`src/rtl/run_sequencer.sv`:
```
// Run controller: primes the core with a reset pulse, clock-enables it until halt PC or cycle budget,
// then holds done until the host drops req. Data-memory port is handed to the host outside a run.
module run_sequencer #(
  parameter int PC_WIDTH   = 12,
  parameter int HALT_PC    = 128,
  parameter int RST_CYCLES = 2,
  parameter int TIMEOUT    = 4096,
  parameter int CNT_WIDTH  = 16
) (
  input  logic                 clk,
  input  logic                 reset,
  input  logic                 req,
  input  logic [PC_WIDTH-1:0]  prog_ctr,
  output logic                 core_reset,
  output logic                 core_run,
  output logic                 host_sel,
  output logic                 busy,
  output logic                 done,
  output logic                 timeout,
  output logic [CNT_WIDTH-1:0] cycle_count
);

  typedef enum logic [1:0] {IDLE, PRIME, RUN, DONE} state_t;

  localparam logic [PC_WIDTH-1:0]  HALT       = PC_WIDTH'(HALT_PC);
  localparam logic [CNT_WIDTH-1:0] LAST_CYCLE = CNT_WIDTH'(TIMEOUT - 1);
  localparam logic [3:0]           PRIME_LAST = 4'(RST_CYCLES - 1);

  state_t     state;
  logic [3:0] prime_cnt;
  logic       run_q;
  logic       at_halt;

  // The core must freeze in the very cycle it presents the halt PC, so this gate is combinational.
  assign at_halt  = (prog_ctr == HALT);
  assign core_run = run_q & ~at_halt;

  always_ff @(posedge clk) begin
    if (reset) begin
      state       <= IDLE;
      prime_cnt   <= '0;
      run_q       <= 1'b0;
      core_reset  <= 1'b0;
      host_sel    <= 1'b1;
      busy        <= 1'b0;
      done        <= 1'b0;
      timeout     <= 1'b0;
      cycle_count <= '0;
    end else begin
      case (state)
        IDLE: begin
          if (req) begin
            state       <= PRIME;
            prime_cnt   <= '0;
            cycle_count <= '0;
            timeout     <= 1'b0;
            core_reset  <= 1'b1;
            host_sel    <= 1'b0;
            busy        <= 1'b1;
          end
        end
        PRIME: begin
          if (prime_cnt == PRIME_LAST) begin
            state      <= RUN;
            core_reset <= 1'b0;
            run_q      <= 1'b1;
          end else begin
            prime_cnt <= prime_cnt + 4'd1;
          end
        end
        RUN: begin
          if (at_halt) begin
            state    <= DONE;
            run_q    <= 1'b0;
            busy     <= 1'b0;
            done     <= 1'b1;
            host_sel <= 1'b1;
          end else begin
            cycle_count <= cycle_count + 1'b1;
            // Budget exhausted on this enabled cycle; halt already took priority above.
            if (cycle_count == LAST_CYCLE) begin
              timeout  <= 1'b1;
              state    <= DONE;
              run_q    <= 1'b0;
              busy     <= 1'b0;
              done     <= 1'b1;
              host_sel <= 1'b1;
            end
          end
        end
        DONE: begin
          if (!req) begin
            state <= IDLE;
            done  <= 1'b0;
          end
        end
        default: state <= IDLE;
      endcase
    end
  end

endmodule

```
`config.mk`:
```
export PLATFORM = sky130hd
export DESIGN_NAME = run_sequencer
export DESIGN_NICKNAME = d
export VERILOG_FILES = /design/src/rtl/run_sequencer.sv
export SDC_FILE = /design/constraint.sdc
export NUM_CORES = 1
export LEC_CHECK = 0
export CELL_PAD_IN_SITES_DETAIL_PLACEMENT = 0
export CELL_PAD_IN_SITES_GLOBAL_PLACEMENT = 1
export CORE_MARGIN = 2
export CORE_UTILIZATION = 33
export DETAILED_ROUTE_END_ITERATION = 8
export GPL_TIMING_DRIVEN = 0
export PLACE_DENSITY = 0.76
export SLEW_MARGIN = 20
export SYNTH_ARGS = -nofsm -noshare
export SYNTH_HDL_FRONTEND = slang
export SYNTH_SLANG_ARGS = --single-unit
```
`constraint.sdc`:
```
create_clock -name clk -period 2 [get_ports clk]
set_clock_uncertainty 0.15 [all_clocks]
set_input_delay 0.4 -clock clk [delete_from_list [all_inputs] [get_ports clk]]
set_output_delay 0.4 -clock clk [all_outputs]
set_load 0.03 [all_outputs]
```
Yosys cells after proc, flatten, opt, wreduce, memory -nomap -nowiden. Cells that the tools add are included.

Flip-flop bits (word level): 28. Bits of input ports: 15. Output and inout port bits: 22.

Add/sub/neg operators: 2. Equality and inequality tests: 13. Muxes and demuxes: 28. Bitwise logic cells: 2. Reduce and logical (&&, ||, !) cells: 13.

Operators with widths (count): $mux W16 (2); $pmux W16 S2 (1); $reduce_and A3 Y1 (6); $add A16 B1 Y16 const B (1); $eq A16 B12 Y1 const B (1); $eq A12 B8 Y1 const B (1); $ne A2 B2 Y1 const B (6); $pmux W1 S2 (6); $mux W1 (10); $mux W2 (5); $mux W4 (2); $pmux W2 S4 (1); $pmux W4 S2 (1); $reduce_and A4 Y1 (2); $reduce_bool A2 Y1 (4); $add A4 B1 Y4 const B (1); $eq A2 B2 Y1 const B (2); $eq A4 B1 Y1 const B (1); $ne A3 B3 Y1 const B (1); $eq A2 B1 Y1 const B (1); $logic_not A2 Y1 (1); $and A1 B1 Y1 (1); $not A1 Y1 (1).

Depth between registers and ports, before layout.
Depth after elaboration: 4. Depth in mapped cells: 8. Mapped depth without buffers: 6.

Least setup slack after synthesis. Ideal clock, no wire load.

Path kind: register -> register. Start: register state[0]. End: register cycle_count[15]. Setup time: 72 ps. Arrival: 1858 ps. Data required time: 1778 ps. Path slack: -79 ps. Cell stages (with the launch flop): 8. Cell sequence: dfxtp_1 inv_1 ha_1 buf_4 mux2i_1 or4_4 nor4b_2 mux2i_1.

Word-level cells in the longest chain between the ends: 3.

RTL lines: start, declared (RTL line 29) `state_t state;`; start signal, assigned (RTL line 40) `state <= IDLE;`; start signal, assigned (RTL line 53) `state <= PRIME;`; start signal, assigned (RTL line 64) `state <= RUN;`; $eq A2 B2 Y1 or $logic_not A2 Y1 (tied branches) (RTL line 50) `case (state)`; $ne A2 B2 Y1 (no line) or $reduce_bool A2 Y1 (tied branches); $reduce_and A3 Y1 (no line); end signal, assigned (RTL line 79) `cycle_count <= cycle_count + 1'b1;`; end, declared (RTL line 20) `output logic [CNT_WIDTH-1:0] cycle_count`.

Several ways; a longest one is shown, not always the timed one. A chain may end at the register's enable or synchronous reset.

Worst setup path after layout.
Start: register state[1]. End: register cycle_count[10].

Same word-level chain as after synthesis.

==> impl_results.md <==
* Multi-input gate area at between 0.001 and 0.0015 mm^2
* Cells after synthesis at 183
* Worst-path cell chain: inv_4, ha_4, mux2i_4, a41o_1, buf_6, or4_1, a21oi_1
* Static leakage at 0.987 nW
* Min cycle time layout at slightly above 2000 ps
* Fin worst setup slack at -61.9 ps
* Max Freq at about 480 MHz
* Top cells by count, synth: dfxtp_1, a21oi_1, nand2_1
* VDD IR-drop max at ~630 uV
* First-pass GRT wire length at 7380 um
* Core area at approximately 0.0047 mm^2
* Crit end category: flop
* Site row count at 25
* Worst-Margin Slew at 547 ps
* Largest cells by area after synthesis: dfxtp_1, ha_1, a21oi_1, mux2i_1, or4_1
* DP Worst Slack at -1120 ps
* Period utilization at 103%
* Sequential share of the synthesized area at 35.4%
* Avg Cell Area, Syn at ~8.7 um^2
* Most common cell in the netlist: dfxtp_1
* Top cell type's share of synthesized area at 35.4%
* Hold path cells at 2
* Slowest CP cell: or4_1
* Pins Over Slew Limit at 0
* TritonCTS Buffers at 3
* Most used DFF post-synth: dfxtp_1
* Die width at around 73 um
* 1st-iter DRT viols at 34
* Sw frac at 36.7%
* Worst-Skew Late Latency at between 200 and 300 ps
* Register bit total from synthesis at 28
* Initial antenna violation count at 0
* Worst R2R Path Depth at 7
* Hold Path Sink: timeout
* Combinational power share at between 50% and 60%
* R2r startpoint: state[1]
* Largest net degree at the start of global routing at 17
* Antenna Nets Post-Route at 0
* Vias in the first global route at around 1,600
* Antenna diode count at 0
* Critical path fanouts, max at 5
* Die area at about 0.0054 mm^2
* Detailed placer's ending HPWL at 2920 um
* CTS tree: done
* Worst hold start: timeout
* Critical Path AT at between 2000 and 2500 ps
* DR WL/cell at 15.1 um
* Syn nets at 206
* Vias/cell at ~5.5
* Failing checks: negative setup slack
* Post-synth EDFFs at 0
* Final-stage net count at ~270
* RSZ-0062 raised after global routing: yes
* Worst EP required at between 2000 and 2500 ps
* Post-synth top area cell: dfxtp_1
* Setup violations, final at 5
* P_int at around 1.6 mW
* Power per cell area at between 900 and 1000 mW/mm^2
* Slowest stage delay, CP at about 470 ps
* Initial Utilization at 34.0%
* Sw power at 0.901 mW
* Relative slew slack at about 63%
* Hold Vio Cnt, Final at 0
* Reg area at approximately 570 um^2
* Worst path bufs/invs at 2
* Via Count at 1,636
* Layout cells sized above 1 at approximately 29%
* Max Cap Violations at 0
* H-tree levels at 1
* First drt pass iteration count at 4
* IO buf count at 36
* Clock power frac at between 10% and 20%
* Syn-to-layout area delta at 55.7%
* Fillers at approximately 440
* Gr ovfl total at 0
* Cell Area, Synth at ~0.0016 mm^2
* R2r setup slk at -60 ps
* Power Total at 2.46 mW
* Gpl congestion at approximately 0.73
* Part of the power in registers at between 20 and 30%
* CP startpoint kind: flop
* Type of the worst setup path: reg -> reg
* Drt drc at 0
* Min-Delay Path Class: reg -> reg
* Die Ht at 73.3 um
* Synth warn at 0
* Async set-reset flop share out of synthesis at 0%
* Clk sinks at 28
* Status: finished with violations
* Gr usage total at between 10% and 20%
* Clock buffer depth at 2
* Root Buffer Master: clkbuf_8
* Io pins at 37
* Reg clk slew, reported paths at ~110 ps
* Kind of cell adding the most delay to the critical path: simple AND/OR/NAND/NOR gates
* R2R Path End: cycle_count[10]
* Yosys cell types at 45
* Final WL at roughly 4500 um
[metal layers]
metal  track usage (%)  part of all wire [%]
met5                 0                     0
met4              1.85                  0.43
met3              3.16                   2.3
met2              31.9                    53
met1              20.9                    44
[tightest hold or removal path: stages, from the launching register on]
cell and delay [ps]:
dfxtp_1 350, a21oi_1 40, nor2_1 70
[power groups by stage]
stage / combinational (mW) / clock, mW / sequential (mW)
6_report: 1.29 / 0.462 / 0.705
5_1_grt: 1.40 / 0.484 / 0.715
4_1_cts: 1.20 / 0.474 / 0.701
3_5_place_dp: 0.897 / 0 / 0.693
3_3_place_gp: 0.892 / 0 / 0.691
2_1_floorplan: 0.579 / 0 / 0.755
[repair_timing]
item / in CTS / in global routing
setup buffers: 18 / 5
pin swaps: 13 / 14
resized for setup: 49 / 30
endpoints found under the setup margin: 25 / 30
hold buffers: 0 / 0
[metrics by stage]
stage / utilization [%] / TNS (ps) / hold slack, ps / std cells / instance area (um^2)
6_report: 52.9 / -200 / 342 / 296 / 2470
5_1_grt: 52.9 / -789 / 373 / 296 / 2470
4_1_cts: 50.4 / -164 / 345 / 292 / 2350
3_5_place_dp: 43.9 / -12290 / 314 / 273 / 2050
3_3_place_gp: 43.9 / -11910 / 310 / 273 / 2050
2_1_floorplan: - / 0 / 322 / 183 / 1620
[layout make-up]
class	instances	area share (%)
multi-input combinational	140	47.0
sequential	28	23.3
timing repair buffer	59	21.3
tap	54	2.74
clock buffer	3	1.67
buffer	4	1.52
inverter	7	1.27
clock inverter	1	1.22
[state kept, by name, summed over array words and instances, names as in the netlist]
signal       count
core_reset       1
state            2
busy             1
timeout          1
cycle_count     16
done             1
prime_cnt        4
run_q            1
host_sel         1
[placed cells by master (no fill, tap or decap), types with 4 or more instances in the layout]
cell type	count
nand3_1	8
o21ai_0	6
o31ai_1	4
dlygate4sd2_1	9
dfxtp_2	5
nor3_1	7
dlymetal6s2s_1	6
a21oi_1	13
mux2i_1	5
buf_4	24
clkdlybuf4s50_1	15
ha_1	4
dfxtp_1	21
inv_1	4
or3_1	7
or4_1	9
nand2_1	11
nor2_1	8
[how the worst max path moves through the flow]
| stage | from | end | depth (start not counted) |
|---|---|---|---|
| after floorplan | state[1] | cycle_count[10] | 7 |
| after global placement | prog_ctr[5] | core_run | 6 |
| after detailed placement | prog_ctr[1] | core_run | 6 |
| after CTS | state[1] | cycle_count[14] | 7 |
| after global routing | state[1] | cycle_count[10] | 7 |
| final | state[1] | cycle_count[10] | 7 |
[cells by family after synthesis]
logic type,count (synthesis),synth area share [%]
AND/OR/NAND/NOR,82,31.7
multiplexers,8,5.13
flip-flops,28,35.4
buffers and inverters,15,3.95
adder cells (fa/ha/maj),8,6.32
XOR/XNOR,1,0.553
AO/OA/AOI/OAI,41,17.0
(Power assumes the default switching activity.)
